<file path="src/rtl/icache_fetch_ctrl.sv">
// Direct-mapped I-cache fetch controller with multi-word line refill.
// Optional hit/miss counters: define ICACHE_STATS_EN.
module icache_fetch_ctrl #(
  parameter int LINE_WORDS = 4,
  parameter int NUM_LINES  = 8,
  parameter int MEM_LAT    = 2
) (
  input  logic        clk,
  input  logic        reset,
  input  logic        cpu_req,
  input  logic [31:0] cpu_addr,
  input  logic        flush,
  output logic        cpu_ready,
  output logic [31:0] cpu_instr,
  output logic [31:0] mem_addr,
  input  logic [31:0] mem_instr
`ifdef ICACHE_STATS_EN
  ,
  output logic [15:0] hit_count,
  output logic [15:0] miss_count
`endif
);

  localparam int OB = $clog2(LINE_WORDS);
  localparam int IB = $clog2(NUM_LINES);
  localparam int TW = 30 - OB - IB;
  localparam int WW = (MEM_LAT > 1) ? $clog2(MEM_LAT) : 1;

  localparam logic [1:0] IDLE   = 2'd0;
  localparam logic [1:0] REFILL = 2'd1;
  localparam logic [1:0] RESP   = 2'd2;

  logic [1:0]           state;
  logic [NUM_LINES-1:0] valid;
  logic [TW-1:0]        tags [NUM_LINES];
  logic [31:0]          data [NUM_LINES][LINE_WORDS];

  logic [TW-1:0] r_tag;
  logic [IB-1:0] r_idx;
  logic [OB-1:0] r_off;
  logic [OB-1:0] wcnt;
  logic [WW-1:0] lcnt;
  logic          fpend;

  logic [OB-1:0] a_off;
  logic [IB-1:0] a_idx;
  logic [TW-1:0] a_tag;
  logic          look;
  logic          hit;
  logic          word_done;
  logic          last_word;
  logic          unused_addr;

  assign a_off       = cpu_addr[OB+1:2];
  assign a_idx       = cpu_addr[OB+IB+1:OB+2];
  assign a_tag       = cpu_addr[31:OB+IB+2];
  assign unused_addr = ^cpu_addr[1:0];

  // A request alongside cpu_ready is the tail of the one just answered.
  assign look = (state == IDLE) && !flush && !fpend
              && cpu_req && !cpu_ready;
  assign hit  = valid[a_idx] && (tags[a_idx] == a_tag);

  assign word_done = (state == REFILL)
                   && (lcnt == WW'(MEM_LAT - 1));
  assign last_word = (wcnt == OB'(LINE_WORDS - 1));

  assign mem_addr = (state == REFILL)
                  ? {r_tag, r_idx, wcnt, 2'b00}
                  : 32'h0;

  always_ff @(posedge clk) begin
    if (word_done) begin
      data[r_idx][wcnt] <= mem_instr;
      if (last_word) tags[r_idx] <= r_tag;
    end
  end

  always_ff @(posedge clk) begin
    if (reset) begin
      state     <= IDLE;
      valid     <= '0;
      r_tag     <= '0;
      r_idx     <= '0;
      r_off     <= '0;
      wcnt      <= '0;
      lcnt      <= '0;
      fpend     <= 1'b0;
      cpu_ready <= 1'b0;
      cpu_instr <= 32'h0;
    end else begin
      cpu_ready <= 1'b0;
      case (state)
        IDLE: begin
          if (flush || fpend) begin
            valid <= '0;
            fpend <= 1'b0;
          end else if (look) begin
            if (hit) begin
              cpu_ready <= 1'b1;
              cpu_instr <= data[a_idx][a_off];
            end else begin
              r_tag <= a_tag;
              r_idx <= a_idx;
              r_off <= a_off;
              wcnt  <= '0;
              lcnt  <= '0;
              state <= REFILL;
            end
          end
        end
        REFILL: begin
          if (flush) fpend <= 1'b1;
          if (word_done) begin
            lcnt <= '0;
            wcnt <= wcnt + 1'b1;
            if (last_word) begin
              valid[r_idx] <= 1'b1;
              state        <= RESP;
              cpu_ready    <= 1'b1;
              // The requested word may be the one arriving right now.
              cpu_instr    <= (r_off == wcnt) ? mem_instr
                            : data[r_idx][r_off];
            end
          end else begin
            lcnt <= lcnt + 1'b1;
          end
        end
        RESP: begin
          if (flush) fpend <= 1'b1;
          state <= IDLE;
        end
        default: state <= IDLE;
      endcase
    end
  end

`ifdef ICACHE_STATS_EN
  always_ff @(posedge clk) begin
    if (reset) begin
      hit_count  <= 16'h0;
      miss_count <= 16'h0;
    end else if (look) begin
      if (hit && hit_count != 16'hFFFF)
        hit_count <= hit_count + 16'h1;
      if (!hit && miss_count != 16'hFFFF)
        miss_count <= miss_count + 16'h1;
    end
  end
`endif

endmodule

</file>
<file path="config.mk">
export PLATFORM = sky130hd
export DESIGN_NAME = icache_fetch_ctrl
export DESIGN_NICKNAME = d
export VERILOG_FILES = /design/src/rtl/icache_fetch_ctrl.sv
export SDC_FILE = /design/constraint.sdc
export NUM_CORES = 2
export LEC_CHECK = 0
export ABC_CLOCK_PERIOD_IN_PS = 4700
export BUFFER_PORTS_ARGS = -buffer_cell sky130_fd_sc_hd__buf_2
export CORE_UTILIZATION = 30
export DETAILED_ROUTE_END_ITERATION = 7
export PLACE_DENSITY = 0.48
export SKIP_LAST_GASP = 1
export SLEW_MARGIN = 20
export SYNTH_ARGS = -nofsm -noshare
export SYNTH_HDL_FRONTEND = slang
export SYNTH_SLANG_ARGS = --single-unit
</file>
<file path="constraint.sdc">
create_clock -name clk -period 4.7 [get_ports clk]
set_input_delay 0.94 -clock clk [delete_from_list [all_inputs] [get_ports clk]]
set_output_delay 0.94 -clock clk [all_outputs]
set_load 0.1 [all_outputs]
</file>
Word-level counts from Yosys, hierarchy flattened
Memory sizes are Yosys's and may differ from the RTL's. A register that Yosys moved wholly into a read port is not among the register bits.
Cells that the tools add are included.
{"block": "word_totals", "out_inout_bits": 65, "elab_cells": 117, "memories": 2, "ramBits": 1224, "ff_bits": 77, "in_bits": 68}
{"name": "data", "depth": 8, "width": 128, "read_ports": 2, "rd_ports_with_merged_regs": 1, "wr": 1, "line_no": "36", "source": "logic [31:0] data [NUM_LINES][LINE_WORDS];"}
{"name": "tags", "depth": 8, "width": 25, "read_ports": 1, "rd_ports_with_merged_regs": 0, "wr": 1, "line_no": "35", "source": "logic [TW-1:0] tags [NUM_LINES];"}
{"block": "op_classes", "n_eq_ne": 13, "n_reduce_logical": 23, "n_mux": 54, "n_addsub": 2, "n_lt_le_gt_ge": 7, "bitwise": 6}
{"op": "2-to-1 mux 32 bit", "n": 12}
{"op": "binary-select mux 32 bit (select 2 bit)", "n": 2}
{"op": "2-to-1 mux 128 bit", "n": 1}
{"op": "demux 32 bit (select 2 bit)", "n": 1}
{"op": "case mux 32 bit (2 select lines)", "n": 1}
{"op": "equality test 25 bit", "n": 1}
{"op": "2-to-1 mux 8 bit", "n": 3}
{"op": "2-to-1 mux 2 bit", "n": 9}
{"op": "case mux 8 bit (2 select lines)", "n": 1}
{"op": "2-to-1 mux 1 bit", "n": 15}
{"op": "!= test 2 bit, second input constant", "n": 6}
{"op": "AND reduction 4 bit", "n": 3}
{"op": "AND reduction 5 bit", "n": 2}
{"op": ">= comparator 3 bit, second input constant", "n": 3}
{"op": "inverter 2 -> 3 bit", "n": 3}
{"op": "logical AND 1 bit", "n": 8}
{"op": "< comparator 3 x 4 -> 1 bit, second input constant", "n": 2}
{"op": "OR 8 bit", "n": 1}
{"op": "case mux 2 bit (2 select lines)", "n": 2}
{"op": "2-to-1 mux 3 bit", "n": 2}
{"op": "case mux 1 bit (2 select lines)", "n": 3}
{"op": "AND reduction 6 bit", "n": 1}
{"op": "equality test 2 bit, second input constant", "n": 2}
{"op": "!= test 2 x 1 -> 1 bit, second input constant", "n": 2}
{"op": "15 further kinds", "n": 19}

Depth between registers and ports, before layout
{"block": "depth", "depth_word": 8, "depth_mapped": 14, "mapped_depth_nobuf": 9}

Worst setup path after synthesis
OpenSTA, ideal clock, no wires.
{"block": "synth_timing", "path_type": "reg2reg", "start": "register state[1]", "end": "memory data[7][0] (netlist bit) (enable)", "required_ns": 4.228, "arrival_ns": 3.797, "path_buffers": 2, "period_less_slack_ns": 4.269, "stages_incl_launch_ff": 7, "setup_time_ns": 0.472, "slack_ns": 0.431, "path_cell_list": "dfxtp_1 > inv_1 > ha_1 > clkbuf_1 > clkbuf_1 > nand3_1 > nor2_1"}
{"block": "synth_via", "elab_chain_len": 4}
{"element": "from (decl)", "line_no": "33", "source": "logic [1:0] state;"}
{"element": "from (signal assigned)", "line_no": "81", "source": "state <= IDLE;"}
{"element": "from (signal assigned)", "line_no": "108", "source": "state <= REFILL;"}
{"element": "from (signal assigned)", "line_no": "119", "source": "state <= RESP;"}
{"element": "equality test 2 x 1 -> 1 bit", "line_no": "64", "source": "assign word_done = (state == REFILL)"}
{"element": "logical AND 1 bit", "line_no": "65", "source": "&& (lcnt == WW'(MEM_LAT - 1));"}
{"element": "2-to-1 mux 1 bit", "line_no": "73", "source": "if (word_done) begin"}
{"element": "2-to-1 mux 128 bit (not written as such)", "line_no": "74", "source": "data[r_idx][wcnt] <= mem_instr;"}
{"element": "to (decl)", "line_no": "36"}
No other way between the ends.

Worst setup path after layout
{"block": "layout_timing", "start": "register state[1]", "end": "output mem_addr[3]"}
{"block": "layout_via", "elab_chain_len": 2}
{"element": "equality test 2 x 1 -> 1 bit", "line_no": "68", "source": "assign mem_addr = (state == REFILL)"}
{"element": "2-to-1 mux 32 bit", "line_no": "69", "source": "? {r_tag, r_idx, wcnt, 2'b00}"}
{"element": "to (decl)", "line_no": "15", "source": "output logic [31:0] mem_addr,"}
No other way between the ends.

==> results.md <==
* Synthesized area at 58500 um2
* Hold-fix buffers, CTS at 0
* Cts repair resizes at 0
* Site Rows at 161
* Slew HR at 30.0%
* Max Cap Viol at 0
* Switching share of power at 23.5%
* Netlist cell types at 54
* # clock sinks at 1304
* I/O Pins at 133
* Drt wl/cell at 31.2 um
* HPWL after DPL at 101000 um
* Input/output buffers at 128
* Tcrit/Tclk final at 81.8%
* Tightest Hold Check Type: in2reg
* Largest net degree at the start of global routing at 80
* Yosys warns at 0
* Setup Viol. Count Final at 0
* Share of cells above drive strength 1 at 39.4%
* Cells after synthesis at 2783
* Maximum vdd drop at 0.349 mV
* Internal power at 20100 uW
* Via count at 30400
* Core box area at 193000 um2
* CP startpoint kind: flop
* Avg Inst Size Synth at 21.0 um2
* CTS tree: built
* Post-Route WL at 176000 um
* WP data arrival at 2.91 ns
* Detailed-route DRC error count at 0
* Lkg Pwr at 0.0211 uW
* Clk Latency, worst-skew pair at 0.80 ns
* WP data required at 3.76 ns
* Flop pwr share at 48.9%
* Delay of the slowest cell on the worst path at 0.55 ns
* Pwr Density at 386 nW/um2
* RSZ-0062 raised after global routing: no
* Clk slew on worst S/H paths at 0.06 ns
* GP Congestion at 0.751
* Die Y at 443 um
* Worst-Margin Slew at 1.05 ns
* Top_reg_cell synth: edfxtp_1
* Post-route ant nets at 0
* Hold slack at 0.404 ns
* Largest cells by area after synthesis: edfxtp_1 63%, mux4_2 26%, dfxtp_1 2.7%, mux2i_1 2.5%, nor2_1 0.93%
* Initial Util at 30.3%
* Fill count at 17700
* CP Class: reg2out
* CP dominant cell by count: inv_1
* Dpl ws at 0.343 ns
* Synth cell count leaders: 1224 x edfxtp_1, 670 x mux4_2, 148 x mux2i_1
* Min cycle time layout at 3.85 ns
* Fin. max-slew vios at 0
* Synth top area share at 62.9%
* Initial antenna violation count at 19
* Max clock buf depth at 3
* Crit-path slowest cell: ha_4
* GR Util All Layers at 18.0%
* Hold Vio Cnt, Final at 0
* Crit path max fanout at 40
* P_sw at 6170 uW
* Number of global-route vias before repair at 32900
* 1st-pass router iterations at 7
* EDFF count, synth at 1224
* Highest clock rate at 260 MHz
* Chip Width at 443 um
* Die area at 197000 um2
* Combinational Power Share at 8.2%
* FF-to-FF setup slack at 1.02 ns
* Area growth syn-to-layout at 16.1%
* Clock Skews at 0.0518 ns
* Sequential area share after synthesis at 65.6%
* DR iter-0 viols at 2996
* Setup Buffers After CTS at 0
* Status: completed
* Htree depth at 4
* Worst path cell trace: inv_1, ha_4, inv_1, nor2_1, buf_2
* First-pass GRT wire length at 249000 um
* Routed vias/inst at 5.40
* Fin nets at 3059
* CTS Buf Count at 147
* Gr ovfl total at 0
* Async SR Flop Fraction at 0%
* #FFs+latches synth at 1304
* Most frequent cell after synthesis: edfxtp_1
* Nature of the critical path endpoint: output pin
* Final setup margin at 0.853 ns
* Family with the most delay on the worst path: buffers and inverters
* Area leader, netlist: edfxtp_1
* Clock power share at 42.8%
* CTS Root Cell: clkbuf_16
* Setup_tns at 0 ns
* WP buf/inv at 3
* Final core occ at 35.2%
==> cell families (layout without fill, tap and decap cells) <==
| kind of cell | count (synthesis) | after routing | synth area share, % |
|---|---|---|---|
| other cells | 1 | 12 | 0.00641 |
| xor+xnor | 16 | 16 | 0.240 |
| simple gates | 255 | 255 | 1.95 |
| buf+inv | 218 | 534 | 1.64 |
| fa+ha+maj | 6 | 6 | 0.128 |
| flops | 1304 | 1304 | 65.6 |
| compound gates | 159 | 159 | 1.98 |
| mux | 824 | 824 | 28.5 |
==> through the flow <==
| step | total power, uW | instance area [um2] | cells |
|---|---|---|---|
| 6_report | 26200 | 67900 | 5636 |
| 5_1_grt | 27000 | 67900 | 5634 |
| 4_1_cts | 26500 | 67800 | 5626 |
| 3_5_place_dp | 15300 | 63200 | 5362 |
| 3_3_place_gp | 15200 | 63200 | 5362 |
| 2_1_floorplan | 14500 | 58500 | 2784 |
==> path summary, 6_finish.rpt <==
path,cells past startpoint,to,start
worst max register to register,5,data[6][71],state[1]
worst min register to register,1,valid[1],valid[1]
worst min-delay path,3,r_tag[10],cpu_addr[17]
worst max-delay path,5,mem_addr[3],state[1]
==> cells in the final DEF, fill, tap and decap left out, types with 5 or more instances in the layout <==
| cell type | n |
|---|---|
| inv_1 | 9 |
| clkinv_2 | 28 |
| a22oi_1 | 16 |
| diode_2 | 10 |
| mux4_2 | 670 |
| buf_4 | 95 |
| clkbuf_16 | 148 |
| dfxtp_4 | 5 |
| clkinv_1 | 26 |
| a211oi_2 | 28 |
| ha_1 | 5 |
| o21a_1 | 9 |
| nand2_1 | 41 |
| buf_2 | 122 |
| xor2_1 | 8 |
| edfxtp_1 | 1224 |
| bufinv_16 | 10 |
| clkinvlp_4 | 6 |
| and2_1 | 30 |
| dfxtp_1 | 75 |
| xnor2_1 | 8 |
| mux2i_1 | 148 |
| and3_1 | 6 |
| o22ai_1 | 5 |
| nor2_4 | 33 |
| a21oi_1 | 44 |
| mux2_2 | 6 |
| nor2_1 | 112 |
| clkbuf_1 | 28 |
| nand3_1 | 8 |
| o21ai_0 | 36 |
| buf_12 | 41 |
| clkinv_8 | 6 |
==> sequential cells by signal (all words and copies together), names as in the netlist, named ones only <==
signal / cells
tags: 200
valid: 8
wcnt: 2
r_off: 2
fpend: 1
r_idx: 3
r_tag: 25
state: 2
lcnt: 1
cpu_instr: 32
cpu_ready: 1
data: 1024
==> power by group through the flow <==
| stage | clock network (uW) | logic, uW | registers, uW |
|---|---|---|---|
| after CTS | 11500 | 2200 | 12800 |
| final | 11200 | 2160 | 12800 |
| after global placement | 0 | 2160 | 13100 |
| after detailed placement | 0 | 2190 | 13100 |
| after floorplan | 0 | 1370 | 13100 |
| after global routing | 11900 | 2300 | 12800 |
==> worst reg2reg max path, cell delays in order, from the launching register on <==
cell,delay (ns)
dfxtp_1,0.32
inv_1,0.11
ha_4,0.55
nand3_1,0.79
nor2_4,1.08
buf_4,0.47
==> layer usage <==
layer | GRT usage (%) | vias up | routed length (um)
met1 | 23.1 | 16600 | 72400
met2 | 30.1 | 1045 | 87800
met5 | 0 | - | 38
met3 | 3.64 | 301 | 10000
met4 | 6.42 | 6 | 5630
li1 | - | 12400 | -
==> cell type report <==
type	instances	area [um2]	area share, %
Timing Repair Buffer	261	2190	3.22
Clock buffer	178	3840	5.65
Inverter	9	33.8	0.0498
Tap cell	2526	3160	4.66
Multi-Input combinational cell	1262	19400	28.6
Clock inverter	86	833	1.23
Sequential cell	1304	38400	56.5
Antenna cell	10	25.0	0.0369
Note: power is estimated with default switching activity, not from simulation.
